## src/rtl/alu_wb_seq_pkg.sv

```systemverilog
// Shared types and constants for the ALU Wishbone sequencer.
package alu_wb_seq_pkg;

   localparam int unsigned DATA_W      = 8;
   localparam int unsigned ADDR_W      = 4;
   localparam int unsigned CNT_W       = 4;
   localparam int unsigned TIMEOUT_DEF = 15;

   localparam logic [ADDR_W-1:0] REG_A     = 4'h0;
   localparam logic [ADDR_W-1:0] REG_B     = 4'h1;
   localparam logic [ADDR_W-1:0] REG_OP    = 4'h2;
   localparam logic [ADDR_W-1:0] REG_OUT   = 4'h3;
   localparam logic [ADDR_W-1:0] REG_FLAGS = 4'h4;

   typedef enum logic [2:0] {
      IDLE,
      WR_A,
      WR_B,
      WR_OP,
      RD_OUT,
      RD_FLG,
      RESP
   } state_e;

   typedef struct packed {
      logic [DATA_W-1:0] a;
      logic [DATA_W-1:0] b;
      logic [DATA_W-1:0] op;
   } job_t;

   // Bus address driven during each phase.
   function automatic logic [ADDR_W-1:0] phase_addr(input state_e s);
      logic [ADDR_W-1:0] addr;
      case (s)
         WR_A:    addr = REG_A;
         WR_B:    addr = REG_B;
         WR_OP:   addr = REG_OP;
         RD_OUT:  addr = REG_OUT;
         RD_FLG:  addr = REG_FLAGS;
         default: addr = REG_A;
      endcase
      return addr;
   endfunction

endpackage

```

## src/rtl/alu_wb_seq_rr_arb.sv

```systemverilog
// Two-way round-robin arbiter; remembers which requester won last.
module alu_wb_seq_rr_arb (
   input  logic       i_clk,
   input  logic       reset,
   input  logic [1:0] req,
   input  logic       en,
   output logic [1:0] gnt_c
);

   logic last_q;   // 1: requester 1 was granted last

   // Grant selection: a tie goes to the requester not served last.
   always_comb begin
      gnt_c = 2'b00;
      case (req)
         2'b01:   gnt_c = 2'b01;
         2'b10:   gnt_c = 2'b10;
         2'b11:   gnt_c = last_q ? 2'b01 : 2'b10;
         default: gnt_c = 2'b00;
      endcase
   end

   // Pointer update; reset value lets requester 0 win the first tie.
   always_ff @(posedge i_clk) begin
      if (!reset)  last_q <= 1'b1;
      else if (en) last_q <= gnt_c[1];
   end

endmodule

```

## src/rtl/alu_wb_seq.sv

```systemverilog
// Sequences requester jobs onto a pipelined Wishbone ALU: write A/B/OP, read OUT/FLAGS.
module alu_wb_seq
   import alu_wb_seq_pkg::*;
#(
   parameter int unsigned TIMEOUT = TIMEOUT_DEF,
   parameter int unsigned NREQ    = 2
) (
   input  logic                   i_clk,
   input  logic                   reset,
   input  logic [NREQ-1:0]        i_req_valid,
   input  logic [DATA_W*NREQ-1:0] i_req_a,
   input  logic [DATA_W*NREQ-1:0] i_req_b,
   input  logic [DATA_W*NREQ-1:0] i_req_op,
   output logic [NREQ-1:0]        o_req_ready,
   output logic [NREQ-1:0]        o_rsp_valid,
   input  logic [NREQ-1:0]        i_rsp_ready,
   output logic [DATA_W-1:0]      o_rsp_out,
   output logic [DATA_W-1:0]      o_rsp_flags,
   output logic                   o_rsp_err,
   output logic                   o_wb_cyc,
   output logic                   o_wb_stb,
   output logic                   o_wb_we,
   output logic [ADDR_W-1:0]      o_wb_addr,
   output logic [DATA_W-1:0]      o_wb_data,
   input  logic                   i_wb_ack,
   input  logic                   i_wb_stall,
   input  logic [DATA_W-1:0]      i_wb_data
);

   state_e             state_q, state_d;
   job_t               job_q, job_d;
   logic [NREQ-1:0]    gnt_q, gnt_d, arb_gnt_c;
   logic [DATA_W-1:0]  out_q, out_d;
   logic [CNT_W-1:0]   cnt_q, cnt_d;

   logic [NREQ-1:0]    req_ready_d, rsp_valid_d;
   logic [DATA_W-1:0]  rsp_out_d, rsp_flags_d, wb_data_d;
   logic [ADDR_W-1:0]  wb_addr_d;
   logic               rsp_err_d, wb_cyc_d, wb_stb_d, wb_we_d;

   logic               is_phase_c, take_c, ack_ok_c, tick_c, tmo_c;

   // Phase bookkeeping: an ack only counts once the strobe has been accepted.
   assign is_phase_c = (state_q inside {WR_A, WR_B, WR_OP, RD_OUT, RD_FLG});
   assign take_c     = (state_q == IDLE) && (o_req_ready == '0) && (i_req_valid != '0);
   assign ack_ok_c   = is_phase_c && !o_wb_stb && i_wb_ack;
   assign tick_c     = is_phase_c && (!o_wb_stb || i_wb_stall) && !ack_ok_c;
   assign tmo_c      = tick_c && (cnt_q == CNT_W'(TIMEOUT - 1));

   alu_wb_seq_rr_arb u_arb (
      .i_clk (i_clk),
      .reset (reset),
      .req   (i_req_valid),
      .en    (take_c),
      .gnt_c (arb_gnt_c)
   );

   // State register.
   always_ff @(posedge i_clk) begin
      if (!reset) state_q <= IDLE;
      else        state_q <= state_d;
   end

   // Next-state logic.
   always_comb begin
      state_d = state_q;
      case (state_q)
         IDLE:   if (o_req_ready != '0) state_d = WR_A;
         WR_A:   if (tmo_c) state_d = RESP; else if (ack_ok_c) state_d = WR_B;
         WR_B:   if (tmo_c) state_d = RESP; else if (ack_ok_c) state_d = WR_OP;
         WR_OP:  if (tmo_c) state_d = RESP; else if (ack_ok_c) state_d = RD_OUT;
         RD_OUT: if (tmo_c) state_d = RESP; else if (ack_ok_c) state_d = RD_FLG;
         RD_FLG: if (tmo_c || ack_ok_c) state_d = RESP;
         RESP:   if ((i_rsp_ready & gnt_q) != '0) state_d = IDLE;
         default: state_d = IDLE;
      endcase
   end

   // Next values of the registered outputs and job datapath.
   always_comb begin
      req_ready_d = '0;
      rsp_valid_d = o_rsp_valid;
      rsp_out_d   = o_rsp_out;
      rsp_flags_d = o_rsp_flags;
      rsp_err_d   = o_rsp_err;
      wb_cyc_d    = o_wb_cyc;
      wb_stb_d    = o_wb_stb;
      wb_we_d     = o_wb_we;
      wb_addr_d   = o_wb_addr;
      wb_data_d   = o_wb_data;
      job_d       = job_q;
      gnt_d       = gnt_q;
      out_d       = out_q;
      cnt_d       = cnt_q;

      if (take_c) begin
         req_ready_d = arb_gnt_c;
         gnt_d       = arb_gnt_c;
         if (arb_gnt_c[1]) job_d = '{a: i_req_a[DATA_W +: DATA_W], b: i_req_b[DATA_W +: DATA_W],
                                     op: i_req_op[DATA_W +: DATA_W]};
         else              job_d = '{a: i_req_a[0 +: DATA_W], b: i_req_b[0 +: DATA_W],
                                     op: i_req_op[0 +: DATA_W]};
      end

      if (is_phase_c) begin
         if (o_wb_stb && !i_wb_stall) wb_stb_d = 1'b0;
         if (tick_c && !tmo_c)        cnt_d    = cnt_q + CNT_W'(1);
         if (ack_ok_c && (state_q == RD_OUT)) out_d = i_wb_data;
      end

      if (state_d != state_q) begin
         case (state_d)
            WR_A, WR_B, WR_OP, RD_OUT, RD_FLG: begin
               wb_cyc_d  = 1'b1;
               wb_stb_d  = 1'b1;
               cnt_d     = '0;
               wb_addr_d = phase_addr(state_d);
               wb_we_d   = (state_d inside {WR_A, WR_B, WR_OP});
               case (state_d)
                  WR_A:    wb_data_d = job_q.a;
                  WR_B:    wb_data_d = job_q.b;
                  WR_OP:   wb_data_d = job_q.op;
                  default: wb_data_d = '0;
               endcase
            end
            RESP: begin
               wb_cyc_d    = 1'b0;
               wb_stb_d    = 1'b0;
               wb_we_d     = 1'b0;
               cnt_d       = '0;
               rsp_valid_d = gnt_q;
               rsp_err_d   = tmo_c;
               rsp_out_d   = tmo_c ? '0 : out_q;
               rsp_flags_d = tmo_c ? '0 : i_wb_data;
            end
            default: rsp_valid_d = '0;
         endcase
      end
   end

   // Output and datapath registers.
   always_ff @(posedge i_clk) begin
      if (!reset) begin
         o_req_ready <= '0;
         o_rsp_valid <= '0;
         o_rsp_out   <= '0;
         o_rsp_flags <= '0;
         o_rsp_err   <= 1'b0;
         o_wb_cyc    <= 1'b0;
         o_wb_stb    <= 1'b0;
         o_wb_we     <= 1'b0;
         o_wb_addr   <= '0;
         o_wb_data   <= '0;
         job_q       <= '0;
         gnt_q       <= '0;
         out_q       <= '0;
         cnt_q       <= '0;
      end else begin
         o_req_ready <= req_ready_d;
         o_rsp_valid <= rsp_valid_d;
         o_rsp_out   <= rsp_out_d;
         o_rsp_flags <= rsp_flags_d;
         o_rsp_err   <= rsp_err_d;
         o_wb_cyc    <= wb_cyc_d;
         o_wb_stb    <= wb_stb_d;
         o_wb_we     <= wb_we_d;
         o_wb_addr   <= wb_addr_d;
         o_wb_data   <= wb_data_d;
         job_q       <= job_d;
         gnt_q       <= gnt_d;
         out_q       <= out_d;
         cnt_q       <= cnt_d;
      end
   end

endmodule

```

## config.mk

```make
export PLATFORM = sky130hd
export DESIGN_NAME = alu_wb_seq
export DESIGN_NICKNAME = d
export VERILOG_FILES = /design/src/rtl/alu_wb_seq_pkg.sv /design/src/rtl/alu_wb_seq_rr_arb.sv /design/src/rtl/alu_wb_seq.sv
export SDC_FILE = /design/constraint.sdc
export NUM_CORES = 1
export LEC_CHECK = 0
export BUFFER_PORTS_ARGS = -buffer_cell sky130_fd_sc_hd__buf_2
export CAP_MARGIN = 20
export CORE_ASPECT_RATIO = 1.75
export CORE_MARGIN = 2
export CORE_UTILIZATION = 44
export DETAILED_ROUTE_END_ITERATION = 10
export PLACE_DENSITY = 0.69
export SETUP_SLACK_MARGIN = 0.02
export SLEW_MARGIN = 20
export SYNTH_ARGS = -nofsm -noshare
export SYNTH_HDL_FRONTEND = slang
export SYNTH_SLANG_ARGS = --single-unit
```

## constraint.sdc

```tcl
create_clock -name i_clk -period 3.61 [get_ports i_clk]
set_input_delay 0.1805 -clock i_clk [delete_from_list [all_inputs] [get_ports i_clk]]
set_output_delay 0.1805 -clock i_clk [all_outputs]
set_load 0.02 [all_outputs]
```

==> results of run 1 <==
routing by layer:
layer	up-vias	routed length, um	GRT usage	share of wire
met5	-	0	0	0
met1	1398	3180	0.208	0.40
met2	67	4490	0.350	0.56
met3	4	259	0.0285	0.032
li1	1529	-	-	-
met4	0	78	0.0932	0.0097
power breakdown:
| part | internal [mW] | switching (mW) |
|---|---|---|
| Clock | 0.460 | 0.319 |
| Combinational | 0.241 | 0.341 |
| Sequential | 0.946 | 0.0692 |
worst register-to-register path: stages (launching register included):
cell and delay, ps:
sky130_fd_sc_hd__dfxtp_1 390, sky130_fd_sc_hd__inv_1 60, sky130_fd_sc_hd__ha_1 190, sky130_fd_sc_hd__and3_1 280, sky130_fd_sc_hd__a211oi_2 330, sky130_fd_sc_hd__a221o_1 530
sky130_fd_sc_hd__inv_1 120, sky130_fd_sc_hd__ha_1 340, sky130_fd_sc_hd__or4b_1 520, sky130_fd_sc_hd__a21oi_1 170
state kept, by name, summed over array words and instances, names as in the netlist:
name	cells
o_rsp_out	8
o_wb_stb	1
state_q	3
o_rsp_err	1
o_wb_addr	3
gnt_q	2
u_arb.last_q	1
o_wb_cyc	1
o_req_ready	2
o_rsp_flags	8
cnt_q	4
o_wb_we	1
job_q	24
o_wb_data	8
o_rsp_valid	2
out_q	8
cell families (layout without fill, tap and decap cells):
group | count (synthesis) | in the layout | synth area share
simple gates | 133 | 133 | 0.179
other cells | 1 | 1 | 0.00105
flops | 77 | 77 | 0.434
compound gates | 71 | 71 | 0.164
xor+xnor | 3 | 3 | 0.00739
buf+inv | 33 | 123 | 0.0440
fa+ha+maj | 3 | 3 | 0.0106
mux | 57 | 57 | 0.161
layout by cell type (no fill, tap or decap), drive strengths merged, types with 3 or more instances in the layout:
master / count
mux2i: 57
nand3: 4
nor2: 50
clkinv: 4
nor4: 3
dfxtp: 77
inv: 3
nand2b: 4
a21oi: 3
a22o: 10
o21ai: 4
clkbuf: 11
a211oi: 25
nand2: 46
ha: 3
nor3: 9
nand4: 4
and2: 5
o2bb2ai: 10
buf: 104
metrics by stage:
| stage | utilization | cells | hold WS [ps] |
|---|---|---|---|
| finish | 0.549 | 558 | 106 |
| global route | 0.549 | 558 | 114 |
| CTS | 0.548 | 557 | 97.2 |
| detailed placement | 0.515 | 542 | 437 |
| global placement | 0.515 | 542 | 434 |
| floorplan | - | 378 | 323 |
cell type report:
cell class | count | share of cell area
Inverter | 4 | 0.00346
Clock buffer | 11 | 0.0536
Sequential cell | 77 | 0.355
Multi-Input combinational cell | 268 | 0.432
Tap cell | 90 | 0.0260
Timing Repair Buffer | 104 | 0.123
Clock inverter | 4 | 0.00606
final timing paths:
check,start,cells after the start,endpoint,slack (ps)
hold reg to reg,o_rsp_flags[7]$_SDFFE_PN0P_,2,o_rsp_flags[7]$_SDFFE_PN0P_,460
hold / removal,i_wb_data[2],3,out_q[2]$_SDFFE_PN0P_,110
setup reg to reg,cnt_q[0]$_SDFF_PN0_,9,o_wb_addr[0]$_SDFFE_PN0P_,620
setup / recovery,cnt_q[0]$_SDFF_PN0_,9,o_wb_addr[0]$_SDFFE_PN0P_,620
==> key figures, run 1 <==
Outcome
  • Outcome: complete, no violations

Yosys
  • Count of cell types in the netlist: 53
  • Share of the synthesized area in the top cell type: 0.434
  • Ranking of synthesized cells by area: sky130_fd_sc_hd__dfxtp_1, sky130_fd_sc_hd__mux2i_1, sky130_fd_sc_hd__nor2_1, sky130_fd_sc_hd__a211oi_1, sky130_fd_sc_hd__nand2_1
  • Cell taking the most area after synthesis: sky130_fd_sc_hd__dfxtp_1
  • Flop and latch count out of synthesis: 77
  • Cells after Synth: 378
  • Synthesized netlist net count: 445
  • Register area share after synthesis: 0.434
  • Number of flops mapped to enable cells by yosys: 0
  • Commonest cells post-synth: sky130_fd_sc_hd__dfxtp_1, sky130_fd_sc_hd__mux2i_1, sky130_fd_sc_hd__nor2_1, sky130_fd_sc_hd__nand2_1, sky130_fd_sc_hd__a211oi_1
  • Syn. warnings: 0
  • Cell area after technology mapping: 3550 um^2
  • Fraction of registers with async set/reset: 0
  • Most used flip-flop cell after synthesis: sky130_fd_sc_hd__dfxtp_1
  • Average size of a mapped cell: 9.40 um^2
  • Most frequent cell after synthesis: sky130_fd_sc_hd__dfxtp_1

Place
  • Last weighted congestion value of the routability-driven placer: 0.885
  • DP Area: 4070 um^2
  • Detailed-placement wirelength estimate: 5950 um
  • IO Port Bufs: 98
  • Worst slack at placement: 672 ps

Clock network
  • Number of buffers created by CTS: 9
  • TritonCTS clock tree: built
  • Clk sink count: 77
  • Clk slew on worst S/H paths: 60 ps
  • Clock tree buffer depth: 2
  • Insertion delay to the later sink of the worst-skew pair: 330 ps
  • Setup bufs post-CTS: 0
  • Cts repair resizes: 0
  • CTS Hold Bufs: 0
  • Clock root buffer: sky130_fd_sc_hd__clkbuf_16
  • Depth of the CTS H-tree: 3

Detailed routing
  • Number of nets with antenna violations after detailed routing: 0
  • Detailed-route vias per instance: 5.37
  • Initial detailed-routing violation count: 124
  • Number of vias in the routed layout: 2998
  • Detailed Routing Iterations Pass 1: 4
  • DRC violation count after routing: 0
  • Wire per inst: 14.3 um
  • Final routed wirelength across all metal layers: 8010 um

Global routing
  • Largest net degree at the start of global routing: 49
  • Wire length of the first global-routing pass: 13000 um
  • Number of antenna violations at the first check in global routing: 0
  • Total GRT Usage: 0.190
  • Global route overflow: 0
  • Via count of the first global-routing pass: 2748

Die
  • Initial cell density of the core: 0.449
  • I/O pin total: 100
  • Placeable Area: 7910 um^2
  • Die Ht: 123 um
  • Area enclosed by the die boundary: 8840 um^2
  • Number of placement rows: 43
  • Die X: 71.9 um

Timing
  • Unrepaired setup endpoints after global routing: no
  • Achievable clock frequency: 334 MHz
  • PnR worst setup slack: 618 ps
  • Share of the cycle needed by the critical path after routing: 0.829
  • Worst clock skew: 8.15 ps
  • Max-Slew Margin vs Limit: 0.327
  • Shortest period the worst path allows: 2990 ps
  • Final number of hold-violating endpoints: 0
  • Worst Max-Slew Pin Slew: 1010 ps
  • Post-route setup TNS: 0 ps
  • Number of slew-limit violations in the final report: 0
  • Setup violation total in the final timing report: 0

Power and ir drop
  • Post-layout total power: 2.37 mW
  • Maximum vdd ir drop: 0.301 mV
  • Leakage power of the design: 1.93 nW
  • Power Dens Cells: 547 nW/um^2

Setup path
  • Category of the most critical setup path: flop to flop
  • Cell breakdown of the critical path: inv_1 > ha_1 > and3_1 > a211oi_2 > a221o_1 > inv_1 > ha_1 > or4b_1 > a21oi_1
  • CP top delay family: compound AO/OA/AOI/OAI gates
  • Largest stage delay on the critical path: 530 ps
  • Critical path data required time: 3860 ps
  • Endpoint type of the worst setup path: flop
  • Slowest cell on the critical path: sky130_fd_sc_hd__a221o_1
  • Critical path peak fanout: 16
  • Worst Setup Start Kind: flop
  • Buffers & Inverters on Critical Path: 2
  • Arr. time, crit path: 3240 ps

Finish
  • Inserted Diodes: 0
  • Number of nets at the end of the flow: 531
  • Sequential cell area in the final layout: 1540 um^2
  • Area of all placed cells without fillers: 4340 um^2
  • Area used by multi-input combinational logic: 1880 um^2
  • Layout fillers: 744
  • Layout overhead on the synthesized area: 22.1%
  • Fraction of final layout cells with drive strength greater than 1: 0.282

Job
  • Maximum Capacitance Violations: 0

Min path
  • Type of the tightest min-delay check: input pin to flop
Note: power is estimated with default switching activity, not from simulation.
==> run 2: changes to the inputs <==
- ABC_AREA: default -> 1
- clock period: 3.61 -> 2.85 ns (I/O delays scaled with it)
==> run 2 against run 1 <==
Compared with the run above: die area grew 2.0%; synthesized cell count grew 32%; sequential share of layout area shrank 0.57 points; clock-buffer cell count grew 1; critical endpoint is now cnt_q[0]$_SDFF_PN0_; setup slack lost 200 ps; routed wire length grew 9.2%; final cell count grew 22%; flip-flop and latch count is the same.
==> key figures, run 2 <==
Outcome
  • Outcome: complete, no violations

Timing
  • Shortest period the worst path allows: 2440 ps
  • Worst Max-Slew Pin Slew: 639 ps
  • Worst clock skew: 6.23 ps
  • Post-route setup TNS: 0 ps
  • Final number of hold-violating endpoints: 0
  • Setup violation total in the final timing report: 0
  • Number of slew-limit violations in the final report: 0
  • Max-Slew Margin vs Limit: 0.571
  • Achievable clock frequency: 411 MHz
  • Share of the cycle needed by the critical path after routing: 0.855
  • Unrepaired setup endpoints after global routing: no

Yosys
  • XOR/XNOR share of the synthesized area: 0.00724
  • Synthesized netlist net count: 567
  • Commonest cells post-synth: sky130_fd_sc_hd__nand2_1, sky130_fd_sc_hd__dfxtp_1, sky130_fd_sc_hd__nand3_1, sky130_fd_sc_hd__o21ai_0, sky130_fd_sc_hd__nor2_1
  • Syn. warnings: 0
  • Ranking of synthesized cells by area: sky130_fd_sc_hd__dfxtp_1, sky130_fd_sc_hd__nand2_1, sky130_fd_sc_hd__nand3_1, sky130_fd_sc_hd__o21ai_0, sky130_fd_sc_hd__a31oi_1
  • Share of the synthesized area in the top cell type: 0.425
  • Area share of and/or/nand/nor cells after synthesis: 0.339
  • Most used flip-flop cell after synthesis: sky130_fd_sc_hd__dfxtp_1
  • Average size of a mapped cell: 7.25 um^2
  • Flop and latch count out of synthesis: 77
  • Most frequent cell after synthesis: sky130_fd_sc_hd__nand2_1
  • Multiplexer area fraction after synthesis: 0
  • Cells after Synth: 500
  • Count of cell types in the netlist: 35
  • Register area share after synthesis: 0.425
  • Fraction of registers with async set/reset: 0
  • Complex-gate fraction of the synthesized area: 0.140
  • Number of flops mapped to enable cells by yosys: 0
  • Combinational family with the most area after synthesis: simple AND/OR/NAND/NOR gates
  • Cell area after technology mapping: 3630 um^2
  • Adder-cell share of the synthesized area: 0.0103
  • Cell taking the most area after synthesis: sky130_fd_sc_hd__dfxtp_1

Clock network
  • Number of buffers created by CTS: 9
  • Clk sink count: 77
  • Clk slew on worst S/H paths: 50 ps
  • Clock root buffer: sky130_fd_sc_hd__clkbuf_16
  • Cts repair resizes: 0
  • Setup bufs post-CTS: 0
  • Insertion delay to the later sink of the worst-skew pair: 330 ps
  • TritonCTS clock tree: built
  • CTS Hold Bufs: 0
  • Clock tree buffer depth: 2
  • Depth of the CTS H-tree: 3

Detailed routing
  • Detailed-route vias per instance: 5.13
  • Number of nets with antenna violations after detailed routing: 0
  • Wire per inst: 12.8 um
  • Final routed wirelength across all metal layers: 8740 um
  • Number of vias in the routed layout: 3499
  • Initial detailed-routing violation count: 169
  • DRC violation count after routing: 0
  • Detailed Routing Iterations Pass 1: 4

Die
  • Die Ht: 124 um
  • I/O pin total: 100
  • Area enclosed by the die boundary: 9010 um^2
  • Die X: 72.6 um
  • Initial cell density of the core: 0.456
  • Placeable Area: 7960 um^2
  • Number of placement rows: 43

Global routing
  • Via count of the first global-routing pass: 3365
  • Largest net degree at the start of global routing: 57
  • Wire length of the first global-routing pass: 14400 um
  • Global route overflow: 0
  • Number of antenna violations at the first check in global routing: 0
  • Total GRT Usage: 0.205

Setup path
  • R2R cell count: 13
  • Critical path data required time: 3100 ps
  • Category of the most critical setup path: flop to flop
  • Endpoint type of the worst setup path: flop
  • Critical path peak fanout: 21
  • Arr. time, crit path: 2680 ps
  • Worst Setup Start Kind: flop
  • Crit path top cell by count: sky130_fd_sc_hd__nand2_1
  • Slowest cell on the critical path: sky130_fd_sc_hd__dfxtp_1
  • Largest stage delay on the critical path: 390 ps
  • Cell breakdown of the critical path: inv_1 > ha_1 > nand3_1 > inv_1 > nand3_2 > nand2_1 > nand2_1 > nand3_4 > nand2_2 > nand3_4 > nand2_2 > nand2_1 > nor3_1

Power and ir drop
  • Power share of the combinational group: 0.185
  • Net switching component of the power: 0.824 mW
  • Int Power: 2.05 mW
  • Share of total power in sequential cells: 0.427
  • Maximum vdd ir drop: 0.342 mV
  • Proportion of power drawn by the clock network: 0.387
  • Leakage power of the design: 2.19 nW
  • Net switching share of the total power: 0.287
  • Power Dens Cells: 651 nW/um^2

Finish
  • Commonest cells after routing, fill and taps aside: sky130_fd_sc_hd__nand2_1, sky130_fd_sc_hd__buf_2, sky130_fd_sc_hd__dfxtp_1
  • Area used by multi-input combinational logic: 1810 um^2
  • Fraction of the core area covered by cells at the end of the flow: 0.554
  • Fraction of final layout cells with drive strength greater than 1: 0.250
  • Leading cell type in the layout, fill and taps excluded: sky130_fd_sc_hd__nand2_1
  • Number of nets at the end of the flow: 654
  • Inserted Diodes: 0
  • Layout overhead on the synthesized area: 21.6%
  • Sequential cell area in the final layout: 1540 um^2
  • Largest reg by FF count: job_q
  • Number of flip-flops under the largest register name: 24
  • Layout fillers: 799

Place
  • Last weighted congestion value of the routability-driven placer: 0.797
  • IO Port Bufs: 98
  • Detailed-placement wirelength estimate: 6570 um

Min path
  • Number of stages on the worst hold path: 3
  • Type of the tightest min-delay check: input pin to flop

Job
  • Maximum Capacitance Violations: 0
[run 2: metal layers]
metal,track usage,part of all wire
met2,0.368,0.53
met3,0.0542,0.049
met5,0,0
met4,0.128,0.033
met1,0.204,0.38
[run 2: logic make-up (layout without fill, tap and decap cells)]
| group | after synthesis | count (layout) |
|---|---|---|
| AND/OR/NAND/NOR | 265 | 265 |
| AO/OA/AOI/OAI | 92 | 92 |
| XOR/XNOR | 3 | 3 |
| adder cells (fa/ha/maj) | 3 | 3 |
| flip-flops | 77 | 77 |
| other | 1 | 1 |
| buffers and inverters | 59 | 151 |
[run 2: final timing paths]
kind | startpoint | end | slack (ps)
max | cnt_q[0]$_SDFF_PN0_ | cnt_q[0]$_SDFF_PN0_ | 410
min | i_wb_data[4] | out_q[4]$_SDFFE_PN0P_ | 60
max reg2reg | cnt_q[0]$_SDFF_PN0_ | cnt_q[0]$_SDFF_PN0_ | 410
min reg2reg | o_rsp_flags[1]$_SDFFE_PN0P_ | o_rsp_flags[1]$_SDFFE_PN0P_ | 460
[run 2: layout make-up]
cell class | instances | area share
clock buffer | 12 | 0.0559
clock inverter | 4 | 0.0108
inverter | 32 | 0.0287
multi-input combinational | 364 | 0.410
sequential | 77 | 0.350
tap | 90 | 0.0255
timing repair buffer | 103 | 0.120
[run 2: per-stage QoR]
step	hold WS, ps	setup slack (ps)	total power [mW]	cell area (um^2)	instances
floorplan	277	782	1.65	3630	500
global placement	398	538	1.77	4120	666
detailed placement	403	450	1.78	4120	666
CTS	53.7	400	2.91	4410	682
global route	68.3	157	3.02	4410	682
finish	64.0	414	2.87	4410	682
[run 2: power by group through the flow]
| stage | clock, mW | combinational [mW] | sequential [mW] |
|---|---|---|---|
| floorplan | 0 | 0.398 | 1.25 |
| global placement | 0 | 0.525 | 1.25 |
| CTS | 1.14 | 0.536 | 1.23 |
| finish | 1.11 | 0.532 | 1.23 |
| global route | 1.18 | 0.605 | 1.24 |
| detailed placement | 0 | 0.532 | 1.25 |
[run 2: critical path, delay by kind of cell (launching register included)]
kind                       cells  cell delay, ps
DFF                            1             390
buffers and inverters          2             120
and+or+nand+nor               10            1650
adders and majority gates      1             190
